### config.mk
export PLATFORM = sky130hd
export DESIGN_NAME = counter_bcd_mod
export DESIGN_NICKNAME = d
export VERILOG_FILES = /design/src/rtl/counter_bcd_mod.sv
export SDC_FILE = /design/constraint.sdc
export NUM_CORES = 1
export LEC_CHECK = 0
export CORE_UTILIZATION = 46
export DETAILED_ROUTE_END_ITERATION = 12
export PLACE_DENSITY = 0.78
export SLEW_MARGIN = 10
export SYNTH_ARGS = -nofsm -noshare
export SYNTH_HDL_FRONTEND = slang
export SYNTH_HIERARCHICAL = 1
export SYNTH_SLANG_ARGS = --single-unit
### constraint.sdc
create_clock -name clk -period 2.3 [get_ports clk]
set_clock_uncertainty 0.1 [all_clocks]
set_input_delay 0.345 -clock clk [delete_from_list [all_inputs] [get_ports clk]]
set_output_delay 0.345 -clock clk [all_outputs]
set_load 0.03 [all_outputs]
### src/rtl/counter_bcd_mod.sv
// N-digit BCD modulo counter with chainable carry/borrow, direction control,
// preset load and seven-segment outputs. Optional HOUR12_EN adds 12-hour display form.

module seven_segment (
   input  logic [3:0] bcd,
   output logic [6:0] seg
);
   // seg = {g,f,e,d,c,b,a}, active high; non-BCD codes blank the digit
   always_comb begin
      seg = 7'h00;
      case (bcd)
         4'd0: seg = 7'h3F;
         4'd1: seg = 7'h06;
         4'd2: seg = 7'h5B;
         4'd3: seg = 7'h4F;
         4'd4: seg = 7'h66;
         4'd5: seg = 7'h6D;
         4'd6: seg = 7'h7D;
         4'd7: seg = 7'h07;
         4'd8: seg = 7'h7F;
         4'd9: seg = 7'h6F;
         default: seg = 7'h00;
      endcase
   end
endmodule

module counter_bcd_mod #(
   parameter int DIGITS  = 2,
   parameter int MODULUS = 24
) (
   input  logic                  clk,
   input  logic                  reset,
   input  logic                  carry_in,
   input  logic                  dir,
   input  logic                  load,
   input  logic [4*DIGITS-1:0]   load_val,
`ifdef HOUR12_EN
   input  logic                  mode12,
   output logic                  pm,
`endif
   output logic [4*DIGITS-1:0]   s,
   output logic [7*DIGITS-1:0]   q,
   output logic                  carry_out,
   output logic                  load_err
);
   localparam int W = 4 * DIGITS;

   function automatic logic [W-1:0] to_bcd(input int v);
      logic [W-1:0] r;
      int t;
      r = '0;
      t = v;
      for (int k = 0; k < DIGITS; k++) begin
         r[4*k +: 4] = 4'(t % 10);
         t = t / 10;
      end
      return r;
   endfunction

   localparam logic [W-1:0] MAX_BCD = to_bcd(MODULUS - 1);

   logic [W-1:0] cnt;
   logic [W-1:0] cnt_up;
   logic [W-1:0] cnt_dn;
   logic         up_c;
   logic         dn_b;
   logic         digits_ok;
   logic [15:0]  ld_dec;
   logic         load_ok;
   logic         at_max;
   logic         at_zero;

   // Ripple BCD increment/decrement; terminal wrap is applied in the register
   always_comb begin
      cnt_up = cnt;
      cnt_dn = cnt;
      up_c   = 1'b1;
      dn_b   = 1'b1;
      for (int k = 0; k < DIGITS; k++) begin
         if (up_c) begin
            if (cnt[4*k +: 4] == 4'd9) begin
               cnt_up[4*k +: 4] = 4'd0;
            end else begin
               cnt_up[4*k +: 4] = cnt[4*k +: 4] + 4'd1;
               up_c = 1'b0;
            end
         end
         if (dn_b) begin
            if (cnt[4*k +: 4] == 4'd0) begin
               cnt_dn[4*k +: 4] = 4'd9;
            end else begin
               cnt_dn[4*k +: 4] = cnt[4*k +: 4] - 4'd1;
               dn_b = 1'b0;
            end
         end
      end
   end

   always_comb begin
      digits_ok = 1'b1;
      ld_dec    = 16'd0;
      for (int k = DIGITS - 1; k >= 0; k--) begin
         if (load_val[4*k +: 4] > 4'd9) digits_ok = 1'b0;
         ld_dec = 16'(ld_dec * 16'd10) + {12'd0, load_val[4*k +: 4]};
      end
      load_ok = digits_ok && (ld_dec < 16'(MODULUS));
   end

   assign at_max    = (cnt == MAX_BCD);
   assign at_zero   = (cnt == '0);
   assign carry_out = carry_in & ~load & ((dir & at_max) | (~dir & at_zero));

   always_ff @(posedge clk or negedge reset) begin
      if (!reset) begin
         cnt      <= '0;
         load_err <= 1'b0;
      end else begin
         load_err <= load & ~load_ok;
         if (load) begin
            if (load_ok) cnt <= load_val;
         end else if (carry_in) begin
            if (dir) cnt <= at_max  ? '0      : cnt_up;
            else     cnt <= at_zero ? MAX_BCD : cnt_dn;
         end
      end
   end

`ifdef HOUR12_EN
   logic [15:0] cnt_dec;
   logic [15:0] hr12;
   logic [15:0] wide;

   always_comb begin
      cnt_dec = 16'd0;
      for (int k = DIGITS - 1; k >= 0; k--) begin
         cnt_dec = 16'(cnt_dec * 16'd10) + {12'd0, cnt[4*k +: 4]};
      end
   end

   // Only the display is remapped; counting and load stay in 24-hour terms
   always_comb begin
      wide = 16'd0;
      wide[W-1:0] = cnt;
      hr12 = cnt_dec - 16'd12;
      if (MODULUS == 24 && mode12) begin
         if (cnt_dec == 16'd0)
            wide[7:0] = 8'h12;
         else if (cnt_dec >= 16'd13)
            wide[7:0] = (hr12 >= 16'd10) ? {4'd1, 4'(hr12 - 16'd10)} : {4'd0, hr12[3:0]};
      end
      s = wide[W-1:0];
   end

   assign pm = (cnt_dec >= 16'd12);
`else
   assign s = cnt;
`endif

   for (genvar k = 0; k < DIGITS; k++) begin : g_seg
      seven_segment u_seg (
         .bcd (s[4*k +: 4]),
         .seg (q[7*k +: 7])
      );
   end
endmodule

==> impl_metrics.csv <==
group,metric,value,unit
yosys,synth_flop_cell,"dfrtp_1",
floorplan,start_util,50.08,%
grt,grt_max_degree,12,
floorplan,core_area,3153,um2
setup_path,timing.critical_path.to_type,"output pin",
setup_path,cp_top_family,"simple AND/OR/NAND/NOR gates",
grt,grt_pass1_wl,7562,um
setup_path,crit_chain,"buf_6 -> inv_4 -> ha_4 -> or3b_4 -> nor3_2 -> a21oi_2 -> nor2_4 -> buf_6",
timing,rsz0062_at_grt,"true",
pwr,switchingPower,1.656,mW
timing,fin_ws,-0.05624,ns
timing,relSlewSlack,66.80,%
place,hpwl,3485,um
pwr,switching_share,52.94,%
place,dp_cells,294,
finish,area_growth,50.48,%
yosys,syn_area_per_cell,8.311,um2
timing,min_period,2.356,ns
clocking,clockRootBuffer,"clkbuf_4",
route,antenna_left,0,
status,violations,"setup timing",
pwr,pwr_density_cell,1316,nW/um2
route,viasPerCell,5.589,
pwr,clkPwrFrac,3.9,%
yosys,ys_ff_latch,9,
timing,min_period_over_period,102.4,%
setup_path,cp_max_fo,4,
setup_path,slowest_stage,"dfrtp_4",
clocking,cts.path.max_buffers,2,
grt,antenna_found_initial,0,
finish,nNetsFinal,301,
clocking,clk_latency,0.27,ns
yosys,syn_area,1579,um2
route,drt-wirelength-per-cell,14.85,um
setup_path,critPathMostFrequentCell,"buf_6",
yosys,async_flop_share,100.0,%
setup_path,critPathArrivalTime,1.91,ns
setup_path,cp_num_buf_inv,3,
clocking,clock_sinks,9,
setup_path,path_class,"reg -> out",
floorplan,die_area,3671,um2
yosys,ys_seq_area_share,14.26,%
pwr,ir_worst_vdd,0.8004,mV
grt,overflow,0,
yosys,syn-instance-count,190,
timing,hold_viol,0,
yosys,syn_nets,230,
hold_path,hp-class,"in -> async",
setup_path,required,1.86,ns
finish,n_antenna_cell,0,
floorplan,die_x,60.59,um
route,postRouteWirelength,4513,um
setup_path,cpPeakStageDelay,0.51,ns
finish,layout_common_cells,"38 x buf_4, 20 x ha_1, 17 x clkdlybuf4s50_1",
route,drc,0,
pwr,p_comb_share,86.1,%
finish,layout_commonest_cell,"buf_4",
yosys,yosysWarnings,6,
pwr,seqPwrFrac,10.0,%
finish,stdcell_count,304,
clocking,cts_htree_levels,1,
timing,fmax,424.4,MHz
finish,drive_gt1_share,35.77,%
timing,worst_pin_slew,0.4962,ns
floorplan,rows,20,
route,drt-initial-drc-count,108,
floorplan,io_pins,37,
clocking,numCtsBuffers,3,
yosys,synth-edff-count,0,
route,num_vias,1699,
floorplan,die_h,60.59,um
pwr,internal-power,1.471,mW
status,outcome,"finished with violations",
route,drt_pass1_iterations,4,
yosys,synth_cell_types,49,
pwr,power.leakage,1.052,nW
timing,setup_viol,3,
timing,slew_violations,0,
place,io_buffers,36,
clocking,cts_tree,"done",
clocking,path_clk_slew,0.06,ns
finish,fin_util,75.36,%
setup_path,crit_path_start_kind,"flip-flop",
clocking,cts-hold-fix-buffers,0,
grt,grt_usage,27.06,%
place,gp_routability_congestion,0.8359,
job,drv_cap,0,
timing,fin_setup_tns,-0.09966,ns
grt,grt_pass1_vias,1664,
-- state kept, by name, indices dropped and copies added, names as in the netlist --
name and flops:
load_err 1, s 8
-- cell type report --
type | instances | area, um2
Multi-Input combinational cell | 154 | 1350
Fill cell | 238 | 777.0
Timing Repair Buffer | 77 | 645.6
Sequential cell | 9 | 234.0
Inverter | 16 | 65.06
Tap cell | 44 | 55.05
Clock buffer | 4 | 26.28
-- worst paths after layout --
path | startpoint | to | slack, ns | cells after the start
setup / recovery | s[5]$_DFFE_PN0P_ | carry_out | -0.06 | 8
hold / removal | reset | s[7]$_DFFE_PN0P_ | 0.27 | 1
setup reg to reg | s[5]$_DFFE_PN0P_ | s[5]$_DFFE_PN0P_ | -0.04 | 9
hold reg to reg | s[2]$_DFFE_PN0P_ | s[2]$_DFFE_PN0P_ | 0.61 | 2
max in group asynchronous | reset | s[5]$_DFFE_PN0P_ | 1.52 | 1
min in group clk | load_val[7] | s[7]$_DFFE_PN0P_ | 0.48 | 4
-- metal layers --
metal,vias to the layer above,GRT usage (%),share of wire (%)
met5,-,0,0
met4,0,9.416,2.3
met3,14,2.772,4.5
met2,68,50.39,53
met1,793,32.11,41
li1,824,-,-
-- per-stage QoR --
step | instance area [um2] | power [mW] | worst slack, ns | hold slack, ns
4_1_cts | 2372 | 3.088 | -0.06198 | 0.2821
2_1_floorplan | 1679 | 2.042 | -0.08746 | -0.05059
6_report | 2376 | 3.127 | -0.05624 | 0.2678
3_3_place_gp | 2263 | 2.890 | -0.6816 | 0.5465
5_1_grt | 2376 | 3.343 | -0.1016 | 0.2971
3_5_place_dp | 2263 | 2.985 | -0.7496 | 0.5590
-- cell usage after synthesis (3+ instances only) --
cell type | count | area, um2
inv_1 | 15 | 56.30
mux2i_1 | 5 | 50.05
nor2_1 | 14 | 52.55
ha_1 | 26 | 325.3
clkbuf_1 | 5 | 18.77
a21oi_1 | 9 | 45.04
a221o_1 | 4 | 40.04
nand2b_1 | 8 | 50.05
nand3_1 | 4 | 20.02
nand3b_1 | 3 | 22.52
o21ai_0 | 12 | 60.06
mux2_2 | 4 | 45.04
o22ai_1 | 10 | 62.56
dfrtp_1 | 9 | 225.2
nand2_1 | 10 | 37.54
buf_6 | 5 | 56.30
-- repair_timing --
item,CTS,global route
pin swaps,9,7
endpoints found under the setup margin,24,14
resized for setup,48,13
setup buffers,5,1
-- logic make-up after synthesis --
| kind of cell | after synthesis | share of synthesized area, % |
|---|---|---|
| mux | 11 | 7.924 |
| buf+inv | 27 | 8.874 |
| simple gates | 56 | 20.21 |
| flops | 9 | 14.26 |
| fa+ha+maj | 27 | 21.87 |
| compound gates | 57 | 25.20 |
| xor+xnor | 3 | 1.664 |
-- power by group through the flow --
stage | registers [mW] | clock network, mW | logic [mW]
final | 0.313 | 0.123 | 2.69
after global routing | 0.326 | 0.135 | 2.88
after CTS | 0.307 | 0.121 | 2.66
after detailed placement | 0.325 | 0 | 2.66
after global placement | 0.321 | 0 | 2.57
after floorplan | 0.506 | 0 | 1.54
(Power assumes the default switching activity.)
